==> config.mk <==
export PLATFORM = sky130hd
export DESIGN_NAME = sipo_deser
export DESIGN_NICKNAME = d
export VERILOG_FILES = /design/src/rtl/sipo_pkg.sv /design/src/rtl/sipo_out_reg.sv /design/src/rtl/sipo_deser.sv
export SDC_FILE = /design/constraint.sdc
export NUM_CORES = 1
export LEC_CHECK = 0
export ABC_AREA = 1
export BUFFER_PORTS_ARGS = -buffer_cell sky130_fd_sc_hd__buf_4
export CAP_MARGIN = 30
export CORE_UTILIZATION = 44
export DETAILED_ROUTE_END_ITERATION = 8
export GPL_TIMING_DRIVEN = 1
export PLACE_DENSITY = 0.67
export SLEW_MARGIN = 5
export SYNTH_ARGS = -nofsm -noshare
export SYNTH_HDL_FRONTEND = slang
export SYNTH_SLANG_ARGS = --single-unit
==> constraint.sdc <==
create_clock -name clk -period 1.47 [get_ports clk]
set_input_delay 0.147 -clock clk [delete_from_list [all_inputs] [get_ports clk]]
set_output_delay 0.147 -clock clk [all_outputs]
set_load 0.02 [all_outputs]
==> src/rtl/sipo_pkg.sv <==
// Shared types and constants for the serial-to-parallel deserializer.
package sipo_pkg;

  localparam int DEF_WIDTH = 8;

  typedef enum logic {
    IDLE  = 1'b0,
    SHIFT = 1'b1
  } state_t;

endpackage

==> src/rtl/sipo_out_reg.sv <==
// Output holding register for assembled words: valid/ready handshake and
// sticky overrun when a finished word cannot be accepted.
module sipo_out_reg import sipo_pkg::*; #(
  parameter int WIDTH = DEF_WIDTH
) (
  input  logic             clk,
  input  logic             rst_l,
  input  logic             load,
  input  logic [WIDTH-1:0] word,
  input  logic             par_ready,
  input  logic             clr_err,
  output logic [WIDTH-1:0] par_data,
  output logic             par_valid,
  output logic             overrun
);

  logic [WIDTH-1:0] data_p1;
  logic             vld_p1;
  logic             ovr;
  logic             consume;
  logic             drop;

  assign consume = vld_p1 & par_ready;
  assign drop    = load & vld_p1 & ~par_ready;

  // ---- stage p1: holding register ----
  always_ff @(posedge clk or negedge rst_l) begin
    if (!rst_l) begin
      data_p1 <= '0;
      vld_p1  <= 1'b0;
      ovr     <= 1'b0;
    end else begin
      if (load && !drop) begin
        data_p1 <= word;
        vld_p1  <= 1'b1;
      end else if (consume) begin
        vld_p1  <= 1'b0;
      end
      // A drop on the same edge as clr_err wins so the event is not lost.
      if (drop) begin
        ovr <= 1'b1;
      end else if (clr_err) begin
        ovr <= 1'b0;
      end
    end
  end

  assign par_data  = data_p1;
  assign par_valid = vld_p1;
  assign overrun   = ovr;

endmodule

==> src/rtl/sipo_deser.sv <==
// Serial-to-parallel deserializer: frames on ser_sof, assembles WIDTH-bit
// words from a continuous qualified bit stream and hands them to sipo_out_reg.
module sipo_deser import sipo_pkg::*; #(
  parameter int WIDTH     = DEF_WIDTH,
  parameter int MSB_FIRST = 1
) (
  input  logic                     clk,
  input  logic                     rst_l,
  input  logic                     ser_d,
  input  logic                     ser_en,
  input  logic                     ser_sof,
  output logic [WIDTH-1:0]         par_data,
  output logic                     par_valid,
  input  logic                     par_ready,
  input  logic                     clr_err,
  output logic                     overrun,
  output logic                     frame_err,
  output logic [$clog2(WIDTH)-1:0] bit_cnt
);

  localparam int             CW       = $clog2(WIDTH);
  localparam logic [CW-1:0]  LAST_BIT = CW'(WIDTH - 1);
  localparam logic [CW-1:0]  ONE      = CW'(1);

  function automatic logic [WIDTH-1:0] shift_in(input logic [WIDTH-1:0] r,
                                                input logic             d);
    if (MSB_FIRST != 0) begin
      return {r[WIDTH-2:0], d};
    end else begin
      return {d, r[WIDTH-1:1]};
    end
  endfunction

  state_t           state, state_nxt;
  logic [CW-1:0]    cnt, cnt_nxt;
  logic [WIDTH-1:0] sreg_p0, sreg_nxt;
  logic [WIDTH-1:0] word;
  logic             word_done;
  logic             frame_set;
  logic             ferr;

  assign word = shift_in(sreg_p0, ser_d);

  always_comb begin
    state_nxt = state;
    cnt_nxt   = cnt;
    sreg_nxt  = sreg_p0;
    word_done = 1'b0;
    frame_set = 1'b0;
    if (ser_en) begin
      unique case (state)
        IDLE: begin
          if (ser_sof) begin
            sreg_nxt  = shift_in('0, ser_d);
            cnt_nxt   = ONE;
            state_nxt = SHIFT;
          end
        end
        SHIFT: begin
          if (ser_sof) begin
            // Restart at a word boundary is legal; mid-word it flags a framing error.
            frame_set = (cnt != '0);
            sreg_nxt  = shift_in('0, ser_d);
            cnt_nxt   = ONE;
          end else if (cnt == LAST_BIT) begin
            word_done = 1'b1;
            sreg_nxt  = '0;
            cnt_nxt   = '0;
          end else begin
            sreg_nxt  = word;
            cnt_nxt   = cnt + ONE;
          end
        end
        default: state_nxt = IDLE;
      endcase
    end
  end

  // ---- stage p0: shift register, bit counter, FSM ----
  always_ff @(posedge clk or negedge rst_l) begin
    if (!rst_l) begin
      state   <= IDLE;
      cnt     <= '0;
      sreg_p0 <= '0;
      ferr    <= 1'b0;
    end else begin
      state   <= state_nxt;
      cnt     <= cnt_nxt;
      sreg_p0 <= sreg_nxt;
      if (frame_set) begin
        ferr <= 1'b1;
      end else if (clr_err) begin
        ferr <= 1'b0;
      end
    end
  end

  sipo_out_reg #(
    .WIDTH(WIDTH)
  ) u_out_reg (
    .clk      (clk),
    .rst_l    (rst_l),
    .load     (word_done),
    .word     (word),
    .par_ready(par_ready),
    .clr_err  (clr_err),
    .par_data (par_data),
    .par_valid(par_valid),
    .overrun  (overrun)
  );

  assign bit_cnt   = cnt;
  assign frame_err = ferr;

endmodule

==> After elaboration in Yosys (flattened, before gate mapping) <==
Cells that the tools add are included.
{ "op_classes": {"n_reduce_logical": 7, "n_addsub": 1, "n_mux": 22, "eq_ne": 2, "bitwise_logic": 5} }
{ "op_table": {"columns": ["operator", "count"], "rows": [
  ["$mux 7", 3],
  ["$mux 1", 14],
  ["$pmux 7 s2", 1],
  ["$mux 3", 3],
  ["$pmux 3 s2", 1],
  ["$reduce_bool 2->1", 3],
  ["$add 3x1->3 const B", 1],
  ["$and 1x1->1", 3],
  ["$eq 3x3->1 const B", 1],
  ["$reduce_bool 3->1", 1],
  ["$ne 2x2->1 const B", 1],
  ["$not 1->1", 2],
  ["$reduce_and 2->1", 1],
  ["$logic_and 1x1->1", 1],
  ["$logic_not 1->1", 1]
]} }
{ "word_totals": {"out_inout_bits": 14, "elab_cells": 44, "input_bits": 7, "reg_bits": 22} }

==> Logic depth before layout (Yosys ltp) <==
{ "logic_depth": {"depth_word": 10, "ltp_mapped": 6, "ltp_nobuf": 5} }

==> By module <==
Synthesis repeated with hierarchy kept, for this count alone.
{ "hier_totals": {"cells_unflattened": 119, "hier_area_um2": 1023.5} }
{ "by_module_without_submodules": {"columns": ["module", "seq_area_each_um2", "area_per_inst_um2", "cells_each", "n_inst"], "rows": [
  ["sipo_deser", 300.3, 615.6, 77, 1],
  ["sipo_out_reg", 250.2, 407.9, 42, 1]
]} }

==> Least setup slack after synthesis <==
OpenSTA, ideal clock, no wires.
{ "synth_timing": {"path_kind": "register -> register", "startpoint": "register cnt[0] (netlist: bit_cnt[0])", "endpoint": "register sreg_p0[3]", "synth_period_minus_slack_ns": 1.337, "setup_ns": 0.117, "path_stages_with_launch": 7, "path_slack_ns": 0.133, "n_path_buf": 1, "required_ns": 1.353, "t_arrival_ns": 1.220, "path_cell_list": "dfrtp_1 > ha_1 > ha_1 > buf_2 > inv_1 > nand3_1 > nand2_1"} }
{ "synth_via": {"elab_chain_len": 4} }
{ "synth_rtl": {"columns": ["element", "line", "text"], "rows": [
  ["start: declaration", "sipo_deser.sv:35", "logic [CW-1:0] cnt, cnt_nxt;"],
  ["start signal: assignment", "sipo_deser.sv:88", "cnt <= cnt_nxt;"],
  ["$eq 3x3->1", "sipo_deser.sv:65", "end else if (cnt == LAST_BIT) begin"],
  ["$mux 7", "sipo_deser.sv:65", null],
  ["$mux 7", "sipo_deser.sv:60", "if (ser_sof) begin"],
  ["$pmux 7 s2", "sipo_deser.sv:51", "unique case (state)"],
  ["end signal: assignment", "sipo_deser.sv:89", "sreg_p0 <= sreg_nxt;"],
  ["end: declaration", "sipo_deser.sv:36", "logic [WIDTH-1:0] sreg_p0, sreg_nxt;"]
]} }
No other way between the ends.
A chain may end at the register's enable or synchronous reset.

==> Final worst setup path <==
{ "layout_timing": {"startpoint": "register cnt[1] (netlist: bit_cnt[1])", "endpoint": "register cnt[0] (netlist: bit_cnt[0])"} }
{ "layout_via": {"elab_chain_len": 4} }
{ "layout_rtl": {"columns": ["element", "line"], "rows": [
  ["$eq 3x3->1", "sipo_deser.sv:65"],
  ["$mux 3", "sipo_deser.sv:65"],
  ["$mux 3", "sipo_deser.sv:60"],
  ["$pmux 3 s2", "sipo_deser.sv:51"]
]} }
No other way between the ends.

==> results.txt <==
largest net degree at the start of global routing: 23
core area: 0.00200 mm²
clock root cell: clkbuf_4
final setup skew: 0.00221 ns
Ys Warns: 0
crit-path max FO: 5
Slew @ Worst Pin: 0.273 ns
drt wl/cell: 10.7 µm
most used cell, CP: ha_1
Critical Path RT: 1.72 ns
Period minus WS final: 1.32 ns
post-synthesis cell type count: 15
P_sw: 318 µW
clock power share: 27.7%
Bufs on Longest Clock Path: 2
Comb power frac: 16.6%
Internal Power: 874 µW
MaxCap Viol Count: 0
Net Sw Frac: 26.7%
Max stage delay cell, worst path: dfrtp_1
row cnt: 16
Async SR Flop Fraction: 100%
sequential cell fraction of total power: 55.7%
Max Slew Vio Count: 0
crit path cell chain: ha_1 -> ha_1 -> nor2_1 -> o21ai_0 -> nand2_1
routability cong.: 0.794
post-layout net count: 143
initial core utilization: 47.9%
Max IR drop VDD: 0.608 mV
Leak: 0.679 nW
total CTS buffers: 3
post-synthesis sequential area ratio: 57.4%
slew margin rel.: 81.8%
mean area per synthesized cell: 9.04 µm²
chip height: 48.7 µm
crit end category: flip-flop
setup_tns: 0 ns
Finish-stage setup viols: 0
initial antenna violation count: 0
Clk pin slew, worst setup/hold paths: 0.12 ns
post_cts resized: 0
1st-pass router iterations: 4
startpoint types: flip-flop
drt initial violations: 19
power per cell area: 995 mW/mm²
EDFF count, synth: 0
H-tree depth: 1
crit share post-route: 89.9%
GRT Total Usage: 16.4%
Worst R2R Setup Slack: 0.15 ns
drt via density: 4.86
DRT Wirelength: 1700 µm
top cell type by total area after synthesis: dfrtp_1
first-pass GRT wire length: 3000 µm
final hold slack: 0.0772 ns
synthesis-stage register bit count: 22
share of layout cells above drive strength 1: 24.2%
Synth area leaders: dfrtp_1 57%, nand2_1 16%, nand4_1 5.2%
area grow syn2layout: 24.9%
share of the synthesized area in the top cell type: 57.4%
Buffers on Ports: 20
outcome: complete, no violations
die area: 0.00237 mm²
crit path DAT: 1.57 ns
via count of the routed design: 772
count leader, synth: nand2_1
Post-Syn Instances: 106
Final Hold Fails: 0
CTS tree: done
Skew-Pair Late Insertion Delay: 0.30 ns
Hold Crit Class: in -> reg
hpwl dp: 1290 µm
Clock Sinks: 22
unrepaired setup endpoints after global routing: false
syn nets: 116
vias in the first global route: 699
critical path's largest stage delay: 0.42 ns
top cells by count, synth: 42 x nand2_1, 22 x dfrtp_1, 9 x inv_1, 8 x nand3_1, 8 x nand4_1
mapped cell area: 958 µm²
Top Ports: 21
Routed Antenna Nets: 0
Crit Path Category: reg -> reg
Primary FF master, synth: dfrtp_1
Die W: 48.7 µm
FMAX: 0.757 GHz
ANT cells: 0
# DRC: 0
grt ovf: 0
## placed cells by master, fill, tap and decap left out
cell type,netlist,layout
nand4_1,8,8
inv_1,9,9
clkbuf_4,0,3
dfrtp_1,22,22
nand3_1,8,8
or2_2,1,1
buf_4,0,24
ha_1,3,3
nor2_1,1,1
nor2_4,1,1
a21oi_1,1,1
nand3_2,1,1
nand2_2,1,1
o21ai_0,5,5
dlygate4sd3_1,0,1
nand2_1,42,42
clkbuf_8,0,1
## cell type report
cell class	instances	area [µm²]
sequential	22	551
timing repair buffer	25	190
inverter	9	33.8
clock buffer	4	36.3
tap	27	33.8
fill	181	805
multi-input combinational	72	353
## logic make-up after synthesis
kind of cell	count (synthesis)	synth area share, %
AOI/OAI and AO/OA	6	3.13
adders and majority gates	3	3.92
buffers and inverters	12	5.74
DFF	22	57.4
and+or+nand+nor	63	29.8
## critical path, delay by kind of cell (launching register included)
kind | cells | cell delay (ns)
AOI/OAI and AO/OA | 1 | 0.12
adders and majority gates | 2 | 0.42
DFF | 1 | 0.42
and+or+nand+nor | 2 | 0.32
## final timing paths
kind,startpoint,endpoint,depth (start not counted)
worst max-delay path,bit_cnt[1],bit_cnt[0],5
worst min register to register,u_out_reg.par_data[2],u_out_reg.par_data[2],2
worst max register to register,bit_cnt[1],bit_cnt[0],5
worst min-delay path,ser_d,sreg_p0[0],3
min in group asynchronous,rst_l,u_out_reg.par_data[7],2
max in group asynchronous,rst_l,bit_cnt[0],2
## sequential cells by signal, indices dropped and copies added (netlist names)
name,flops
bit_cnt,3
frame_err,1
sreg_p0,7
state,1
u_out_reg.overrun,1
u_out_reg.par_data,8
u_out_reg.par_valid,1
## per-layer routing
| layer | vias to the layer above | routed length [µm] | track usage (%) |
|---|---|---|---|
| met5 | - | 0 | 0 |
| met4 | 0 | 19 | 4.41 |
| met3 | 2 | 63 | 2.83 |
| met2 | 17 | 790 | 26.9 |
| met1 | 360 | 827 | 22.4 |
| li1 | 393 | - | - |
## repair_timing
action,CTS,global route
hold buffers,1,0
endpoints found under the hold margin,22,0
buffers inserted,0,0
## power groups by stage
stage | registers [mW] | logic [mW] | clock network [mW]
final | 0.664 | 0.197 | 0.330
after global routing | 0.669 | 0.224 | 0.363
after CTS | 0.664 | 0.200 | 0.340
after detailed placement | 0.675 | 0.197 | 0
after global placement | 0.674 | 0.196 | 0
after floorplan | 0.708 | 0.0711 | 0
## through the flow
stage	util (%)	power, mW	area [µm²]	cells	setup WS [ns]
6_report	59.8	1.19	1200	159	0.149
5_1_grt	59.8	1.26	1200	159	0.0275
4_1_cts	59.8	1.20	1200	159	0.147
3_5_place_dp	57.5	0.873	1150	154	0.182
3_3_place_gp	57.5	0.870	1150	154	0.205
2_1_floorplan	-	0.779	958	106	0.133
Note: power is estimated with default switching activity, not from simulation.
